File: src/rtl/fp_mult_result_buffer.sv
// Result buffer behind the FP32 multiplier: first-word-fall-through FIFO of product words
// plus sticky exception status, a multi-flag error bit and a saturating exception counter.
module fp_mult_result_buffer #(
    parameter int DEPTH = 4,
    parameter int CNT_W = 8
) (
    input  logic                       clk,
    input  logic                       reset_n,
    input  logic                       in_valid,
    output logic                       in_ready,
    input  logic [31:0]                in_result,
    input  logic [4:0]                 in_flags,
    output logic                       out_valid,
    input  logic                       out_ready,
    output logic [31:0]                out_result,
    output logic [4:0]                 out_flags,
    output logic [$clog2(DEPTH):0]     count,
    output logic [4:0]                 sticky,
    output logic                       flag_err,
    input  logic                       sticky_clr,
    output logic [CNT_W-1:0]           exc_count
);

    localparam int PTR_W = $clog2(DEPTH);
    localparam int CW    = PTR_W + 1;
    localparam logic [CW-1:0]    FULL_CNT = CW'(DEPTH);
    localparam logic [CNT_W-1:0] CNT_MAX  = {CNT_W{1'b1}};

    // Handshakes: a word moves on an edge where valid and ready are both high; the
    // producer holds its word while ready is low. in_ready depends on occupancy only.

    logic [36:0]      mem_q [DEPTH];
    logic [PTR_W-1:0] wr_ptr_q, wr_ptr_d;
    logic [PTR_W-1:0] rd_ptr_q, rd_ptr_d;
    logic [CW-1:0]    count_q, count_d;
    logic [4:0]       sticky_q, sticky_d;
    logic             flag_err_q, flag_err_d;
    logic [CNT_W-1:0] exc_q, exc_d;

    logic push, pop, multi_flag, exc_event;

    assign in_ready  = (count_q != FULL_CNT);
    assign out_valid = (count_q != '0);
    assign push      = in_valid & in_ready;
    assign pop       = out_valid & out_ready;

    // More than one flag set: clearing the lowest set bit leaves something behind.
    assign multi_flag = (in_flags & (in_flags - 5'd1)) != 5'd0;
    // The zero flag is a legitimate result, not an exception.
    assign exc_event  = push & (in_flags[4] | in_flags[3] | in_flags[1] | in_flags[0]);

    always_comb begin
        wr_ptr_d   = wr_ptr_q;
        rd_ptr_d   = rd_ptr_q;
        count_d    = count_q;
        sticky_d   = sticky_q;
        flag_err_d = flag_err_q;
        exc_d      = exc_q;

        if (push) wr_ptr_d = wr_ptr_q + PTR_W'(1);
        if (pop)  rd_ptr_d = rd_ptr_q + PTR_W'(1);
        if (push && !pop)      count_d = count_q + CW'(1);
        else if (pop && !push) count_d = count_q - CW'(1);

        // Clear and a same-cycle push: the pushed word's status survives the clear.
        if (sticky_clr) begin
            sticky_d   = push ? in_flags : 5'd0;
            flag_err_d = push & multi_flag;
            exc_d      = exc_event ? CNT_W'(1) : '0;
        end else begin
            if (push) sticky_d = sticky_q | in_flags;
            if (push && multi_flag) flag_err_d = 1'b1;
            if (exc_event && exc_q != CNT_MAX) exc_d = exc_q + CNT_W'(1);
        end
    end

    always_ff @(posedge clk) begin
        if (!reset_n) begin
            wr_ptr_q   <= '0;
            rd_ptr_q   <= '0;
            count_q    <= '0;
            sticky_q   <= '0;
            flag_err_q <= 1'b0;
            exc_q      <= '0;
        end else begin
            wr_ptr_q   <= wr_ptr_d;
            rd_ptr_q   <= rd_ptr_d;
            count_q    <= count_d;
            sticky_q   <= sticky_d;
            flag_err_q <= flag_err_d;
            exc_q      <= exc_d;
        end
    end

    // Storage needs no reset: occupancy alone decides what is visible.
    always_ff @(posedge clk) begin
        if (push) mem_q[wr_ptr_q] <= {in_result, in_flags};
    end

    assign out_result = out_valid ? mem_q[rd_ptr_q][36:5] : 32'd0;
    assign out_flags  = out_valid ? mem_q[rd_ptr_q][4:0]  : 5'd0;
    assign count      = count_q;
    assign sticky     = sticky_q;
    assign flag_err   = flag_err_q;
    assign exc_count  = exc_q;

endmodule

File: config.mk
export PLATFORM = sky130hd
export DESIGN_NAME = fp_mult_result_buffer
export DESIGN_NICKNAME = d
export VERILOG_FILES = /design/src/rtl/fp_mult_result_buffer.sv
export SDC_FILE = /design/constraint.sdc
export NUM_CORES = 1
export LEC_CHECK = 0
export ABC_AREA = 1
export CORE_ASPECT_RATIO = 0.6
export CORE_MARGIN = 3
export CORE_UTILIZATION = 42
export CTS_CLUSTER_SIZE = 10
export DETAILED_ROUTE_END_ITERATION = 7
export DONT_BUFFER_PORTS = 1
export GPL_ROUTABILITY_DRIVEN = 0
export SETUP_SLACK_MARGIN = 0.15
export SYNTH_ARGS = -nofsm -noshare
export SYNTH_HDL_FRONTEND = slang
export SYNTH_SLANG_ARGS = --single-unit
export TNS_END_PERCENT = 50
File: constraint.sdc
create_clock -name clk -period 3.3 [get_ports clk]
set_input_delay 0.495 -clock clk [delete_from_list [all_inputs] [get_ports clk]]
set_output_delay 0.495 -clock clk [all_outputs]
set_load 0.03 [all_outputs]
# --- After elaboration in Yosys (flattened, before gate mapping) ---
# Memories as Yosys holds them, arrays and structs flattened. A register that Yosys moved wholly into a read port is not among the register bits.
# Cells that the tools add are included.
totals:
  reg_bits: 21
  latch_bits: 0
  ramBits: 148
  romBits: 0
  output_inout_bits: 56
  wordCells: 52
  mem_count: 1
mem_list:
  columns: ["memory", "words", "width", "read_ports", "rd_clocked_by_memory_dff", "write_ports", "line_no", "source"]
  rows:
  - ["mem_q", 4, 37, 1, 1, 1, "32", "logic [36:0] mem_q [DEPTH];"]
op_classes:
  addsub: 6
  multipliers: 0
  n_div: 0
  magnitude_cmp: 0
  n_eq_ne: 2
  shift: 0
  muxes: 16
  n_bitwise: 9
  n_reduce_logical: 12
ops:
  columns: ["op", "count"]
  rows:
  - ["$mux W32", 1]
  - ["$mux W5", 4]
  - ["$mux W8", 2]
  - ["$add A8 B1 Y8 const B", 1]
  - ["$ne A8 B8 Y1 const B", 1]
  - ["$reduce_bool A2 Y1", 4]
  - ["$mux W3", 2]
  - ["$and A5 B5 Y5", 1]
  - ["$mux W1", 5]
  - ["$or A5 B5 Y5", 1]
  - ["$reduce_bool A5 Y1", 1]
  - ["$sub A5 B1 Y5 const B", 1]
  - ["$add A2 B1 Y2 const B", 2]
  - ["$and A1 B1 Y1", 4]
  - ["$logic_and A1 B1 Y1", 4]
  - ["$mux W2", 2]
  - ["$add A3 B1 Y3 const B", 1]
  - ["$ne A3 B3 Y1 const B", 1]
  - ["$or A1 B1 Y1", 3]
  - ["$reduce_bool A3 Y1", 1]
  - ["$sub A3 B1 Y3 const B", 1]
  - ["$logic_not A1 Y1", 2]

# --- Longest topological paths before layout ---
# Gate-level depths: netlist of run 1.
logic_depth:
  depth_word: 7
  depth_mapped: 11
  depth_no_buf: 11

# --- Worst setup path after synthesis of run 1 ---
# No wires, ideal clock.
synth_path:
  kind: "register -> register"
  startpoint: "register count_q[0] (netlist: count[0])"
  endpoint: "memory mem_q[0][0] (enable)"
  setup_ns: 0.431
  t_arrival_ns: 2.651
  setup_slack_ns: 0.218
  stages_incl_launch_ff: 6
  synth_period_minus_slack_ns: 3.082
  path_cell_list: "dfxtp_1 nor2_2 nand2_4 nand2_4 buf_2 nor2_1"
synth_between:
  elab_chain_len: 4
synth_rtl:
  columns: ["element", "line_no", "source"]
  rows:
  - ["from (decl)", "35", "logic [CW-1:0] count_q, count_d;"]
  - ["from (signal assigned)", "88", "count_q <= count_d;"]
  - ["$ne A3 B3 Y1", "42", "assign in_ready = (count_q != FULL_CNT);"]
  - ["via in_ready", "10", "output logic in_ready,"]
  - ["$and A1 B1 Y1", "44", "assign push = in_valid & in_ready;"]
  - ["$mux W1", "97", "if (push) mem_q[wr_ptr_q] <= {in_result, in_flags};"]
  - ["$mux W1 (implied by the code)", "97", null]
  - ["to (decl)", "32", null]
# The timed path passes the listed nets, and every way through them passes these cells.

==> impl_metrics.toml, run 1 <==
[status]
status = "complete, no violations"

[sta]
max_slew_margin = 0.456
finalSetupViolCount = 0
slew_viol_final = 0
finalCriticalPeriod_ns = 2.88
worst_pin_slew_ns = 0.815
final_hold_viol_count = 0
skew_ns = 0.0142
fmax_ghz = 0.348
fin_tns_setup_ns = 0
fin_crit_sh = 0.872
rsz0062_at_grt = "false"

[synth]
ys_types = 28
synthesis.area_um2 = 6910
ys_async_sr_fraction = 0
synth_edf_count = 148
synth_fp_nets = 649
yosysWarnings = 0
postSynthAreaPerCell_um2 = 11.5
ys_seq_elements = 171
synth_cells = 600
synthFlopType = "edfxtp_1"
seq_area_frac_synth = 0.710
synthTopCellsByArea = "edfxtp_1 64%, nor2_1 9.1%, dfxtp_1 6.7%"
synth_area_leader_cell = "edfxtp_1"
synth_top_area_share = 0.644

[critical_path]
start_kind = "flop"
rrSetupSlack_ns = 0.84
cpPeakStageDelay_ns = 0.60
crit_type = "reg2out"
worst-endpoint-required_ns = 2.80
critPathSlowestCell = "dfxtp_2"
crit_chain = "buf_4 > nor2_1 > nor2_1 > o21ai_1 > a21oi_1 > buf_4"
worstPathArrival_ns = 2.38
cp_max_fo = 54
endpoint_kind = "primary output"

[grt]
grt_pass1_wl_mm = 23.3
grt_pass1_vias = 4338
grt_max_degree = 55
grt-ovfl-total = 0
grtUsageTotal = 0.168
antenna_found_initial = 0

[detailed_routing]
finalWirelength_mm = 14.6
dr.pass1.iters = 5
ant_nets = 0
vias = 4317
drc = 0
drt_iter0_drc = 341
post_drt_wl_per_cell_um = 17.2
drt-vias-per-instance = 5.09

[cts]
clock_latency_ns = 0.42
clk_pin_slew_ns = 0.07
root_buffer = "clkbuf_16"
cts_hold_buf = 0
cts_setup_buffers = 0
cts_tree = "built"
clock_sinks = 171
clockBufferDepth = 2
cts_buffers = 17
h-tree-depth = 4

[cells_and_area]
design_area_um2 = 7960
drive_above_1_share = 0.146
nets = 681
area_growth_pct = 15.2
n_antenna_cell = 0

[floorplan]
core_area_um2 = 15700
dieWidth_um = 172
die_area_um2 = 18100
io-pin-count = 98
rows = 35
start_util = 0.439
die_h_um = 105

[power]
ir_worst_vdd_mv = 0.475
power.leakage_nw = 2.82
power_density_nw_per_um2 = 873

[place]
io_buffers = 0
place_area_um2 = 7360
hpwlAfterDp_mm = 8.52

[run]
cap_violations = 0

[hold_path]
hp-class = "in2reg"
area by class of cell:
type                            count  area (um^2)
Clock inverter                     15          171
Inverter                           32          123
Tap cell                          203          254
Fill cell                        1373         7760
Clock buffer                       17          425
Multi-Input combinational cell    366         1730
Sequential cell                   171         4910
Timing Repair Buffer               44          343
sequential cells by signal, summed over array words and instances, names as in the netlist, named ones only:
register	count
mem_q	148
exc_count	8
sticky	5
count	3
rd_ptr_q	2
wr_ptr_q	2
flag_err	1
cells by family after synthesis:
logic type      synth area share
buf+inv                   0.0429
flops                      0.710
xor+xnor                 0.00127
fa+ha+maj                 0.0138
simple gates               0.129
compound gates             0.103
placed cells by master (no fill, tap or decap), types with 2 or more instances in the layout:
cell / n
ha_1: 6
nor3_1: 3
o21ai_0: 50
inv_8: 5
clkinv_4: 4
inv_6: 3
buf_4: 43
nand2_1: 29
nor2_1: 163
o31ai_1: 5
inv_2: 2
nor2_4: 5
nand3_1: 8
nand4_1: 4
inv_1: 29
dfxtp_2: 2
a21oi_1: 48
nand2_4: 2
o21ai_1: 35
nor2_2: 2
nand3_2: 2
dfxtp_1: 21
clkbuf_16: 17
edfxtp_1: 148
worst paths after layout:
check / startpoint / to / cells past startpoint
setup / recovery: flop / out_result[22] / 6
hold reg to reg: rd_ptr_q[1] / flop / 2
hold / removal: in_result[3] / mem_q[2][8] / 0
setup reg to reg: count[0] / count[2] / 11
through the flow:
step | instances | worst slack, ns | utilization | total power [W] | hold slack (ns)
floorplan | 600 | 0.218 | - | 0.00430 | 0.441
global placement | 816 | 0.721 | 0.468 | 0.00500 | 0.444
detailed placement | 816 | 0.668 | 0.468 | 0.00504 | 0.453
CTS | 848 | 0.209 | 0.506 | 0.00701 | 0.151
global route | 848 | 0.187 | 0.506 | 0.00733 | 0.139
finish | 848 | 0.423 | 0.506 | 0.00694 | 0.166
cells in the mapped netlist, types with 3 or more instances:
cell and count:
nor2_1 167, edfxtp_1 148, o21ai_0 50, a21oi_1 48
o21ai_1 35, inv_1 29, nand2_1 29, dfxtp_1 23
buf_2 10, buf_4 10, nand3_1 8, ha_1 6
clkbuf_1 5, o31ai_1 5, nand4_1 4, buf_1 3
inv_2 3, nor3_1 3
repair_timing:
action / 4_1_cts / 5_1_grt
resized for setup: 0 / 2
setup endpoints to repair: 0 / 17
endpoints found under the hold margin: 0 / 0
power by group:
| part | internal, W | switching, W | leakage [nW] |
|---|---|---|---|
| clock | 0.00108 | 0.000890 | 0.291 |
| sequential | 0.00261 | 0.000159 | 1.55 |
| combinational | 0.000664 | 0.00154 | 0.982 |
| total | 0.00435 | 0.00259 | 2.82 |
per-layer routing:
layer	up-vias	track usage	wire length (um)
met5	-	0	0
met4	0	0.0482	164
met3	19	0.0633	1050
met2	114	0.255	6460
met1	2035	0.226	6900
li1	2149	-	-
critical path: cells and delay by family (launching register included):
family / cells / cell delay [ns]
compound gates: 2 / 0.34
buf+inv: 2 / 0.80
flops: 1 / 0.60
simple gates: 2 / 0.21
(Power assumes the default switching activity.)
==> run 2: changes to the inputs <==
CELL_PAD_IN_SITES_DETAIL_PLACEMENT = 0   (was unset)
CELL_PAD_IN_SITES_GLOBAL_PLACEMENT = 1   (was unset)
PLACE_DENSITY_LB_ADDON = 0.1   (was unset)
SLEW_MARGIN = 20   (was unset)
==> run 2 against run 1 <==
  * First-iteration DRC count shrank 23%
  * Sequential share of layout area shrank 0.29 points
  * Fmax shrank 0.49%
  * Worst setup slack lost 0.014 ns
  * Worst hold slack gained 0.0036 ns
  * Power shrank 0.48%
  * Routed wire length grew 2.1%
  * Critical path type unchanged
  * Largest cell class unchanged
  * Largest power group unchanged
==> impl_metrics.toml, run 2 (synthesized netlist as in run 1, its figures left out) <==
[cells_and_area]
final_common_cell = "nor2_1"
n_antenna_cell = 0
fillers = 1395
largest_register_ffs = 148
drive_above_1_share = 0.146
nets = 682
regMostFlops = "mem_q"
area_growth_pct = 15.8
final_cell_mix = "163 x nor2_1, 148 x edfxtp_1, 50 x o21ai_0"

[place]
hpwlAfterDp_mm = 8.81
io_buffers = 0
post-place-ws_ns = 0.628

[sta]
finalCriticalPeriod_ns = 2.89
slew_viol_final = 0
skew_ns = 0.0131
final_hold_viol_count = 0
finalSetupViolCount = 0
fin_ws_ns = 0.409
fin_tns_setup_ns = 0
fmax_ghz = 0.346
fin_crit_sh = 0.876
worst_pin_slew_ns = 0.855
max_slew_margin = 0.428
rsz0062_at_grt = "false"

[power]
p_sw_frac = 0.369
power.leakage_nw = 2.81
power_frac_clock = 0.275
comb_power_share = 0.326
p_int_w = 0.00436
power_density_nw_per_um2 = 864
ir_worst_vdd_mv = 0.400
switchingPower_w = 0.00255
sequentialPowerShare = 0.399

[hold_path]
holdPathEnd = "mem_q[1][15]"
hp-class = "in2reg"
holdPathStages = 0
hold_path.startpoint = "in_result[10]"

[grt]
antenna_found_initial = 0
grtUsageTotal = 0.171
top_usage_layer = "met2"
use_met2 = 0.263
grt_pass1_vias = 4254
grt_max_degree = 75
grt.met3_usage = 0.0547
grt_pass1_wl_mm = 23.5
grt-ovfl-total = 0
grt_use_met1 = 0.237

[cts]
clk_pin_slew_ns = 0.07
clock_sinks = 171
root_buffer = "clkbuf_16"
h-tree-depth = 4
cts_buffers = 17
clockBufferDepth = 2
cts_tree = "built"
cts_hold_buf = 0
clock_latency_ns = 0.42

[detailed_routing]
dr.pass1.iters = 5
ant_nets = 0
vias = 4298
drt-vias-per-instance = 5.07
drc = 0
drt_iter0_drc = 261
finalWirelength_mm = 14.9
post_drt_wl_per_cell_um = 17.5

[critical_path]
worst-endpoint-required_ns = 2.80
start_kind = "flop"
worstPathArrival_ns = 2.40
rrSetupSlack_ns = 0.91
endpoint_kind = "primary output"
regToRegStartpoint = "count[0]"
cp_max_fo = 23
rr_endpoint = "count[2]"
crit_type = "reg2out"
reg2regPathDepth = 11

[floorplan]
die_h_um = 105
die_area_um2 = 18100
rows = 35
dieWidth_um = 172
core_area_um2 = 15700
start_util = 0.439
io-pin-count = 98

[status]
status = "complete, no violations"

[run]
cap_violations = 0
-- run 2: cell count changes in the layout (fill, tap and decap cells not counted) --
cell	previous run	this run
clkinv_4	4	2
clkinv_8	1	0
buf_4	43	39
buf_12	1	6
clkinv_2	0	1
clkinvlp_4	1	5
inv_8	5	2
-- run 2: worst max-delay path, cell delays in order (launching register included) --
cell and delay, ns:
dfxtp_1 0.46, nor2_2 0.23, nand2_1 0.32, inv_4 0.39, buf_4 0.30, a21oi_1 0.08, buf_4 0.18
-- run 2: worst max path at each step --
stage | cells after the start | to | from
2_1_floorplan | 5 | mem_q[0][0] | count[0]
3_3_place_gp | 6 | out_result[30] | count[0]
3_5_place_dp | 6 | out_result[30] | count[0]
4_1_cts | 6 | out_result[30] | count[0]
5_1_grt | 6 | out_result[30] | count[0]
6_report | 6 | out_result[30] | count[0]
-- run 2: final cells by class --
class                           instances  area, um^2  area share
Timing Repair Buffer                   45         413      0.0516
Tap cell                              203         254      0.0318
Clock buffer                           17         425      0.0532
Inverter                               32         123      0.0153
Multi-Input combinational cell        366        1730       0.217
Sequential cell                       171        4910       0.614
Clock inverter                         14         139      0.0174
-- run 2: metal layers --
| metal | share of wire | wire length, um |
|---|---|---|
| met4 | 0.0078 | 116 |
| met3 | 0.070 | 1040 |
| met1 | 0.47 | 6960 |
| met5 | 0 | 0 |
| met2 | 0.45 | 6760 |
-- run 2: power by group through the flow --
| stage | Sequential (W) | Combinational, W | Clock, W |
|---|---|---|---|
| 3_3_place_gp | 0.00280 | 0.00226 | 0 |
| 4_1_cts | 0.00276 | 0.00228 | 0.00195 |
| 3_5_place_dp | 0.00281 | 0.00227 | 0 |
| 5_1_grt | 0.00278 | 0.00246 | 0.00206 |
| 2_1_floorplan | 0.00278 | 0.00153 | 0 |
| 6_report | 0.00276 | 0.00225 | 0.00190 |
-- run 2: what timing repair did --
| action | CTS | global route |
|---|---|---|
| setup buffers | 0 | 0 |
| resized for setup | 0 | 2 |
| setup endpoints to repair | 0 | 15 |
| hold endpoints to repair | 0 | 0 |
-- run 2: per-stage QoR --
step	util	power, W	std cells	hold slack (ns)	cell area, um^2
2_1_floorplan	-	0.00430	600	0.441	6910
3_3_place_gp	0.473	0.00506	817	0.447	7430
3_5_place_dp	0.473	0.00508	817	0.453	7430
4_1_cts	0.508	0.00699	848	0.148	7990
5_1_grt	0.509	0.00731	848	0.145	8000
6_report	0.509	0.00691	848	0.169	8000
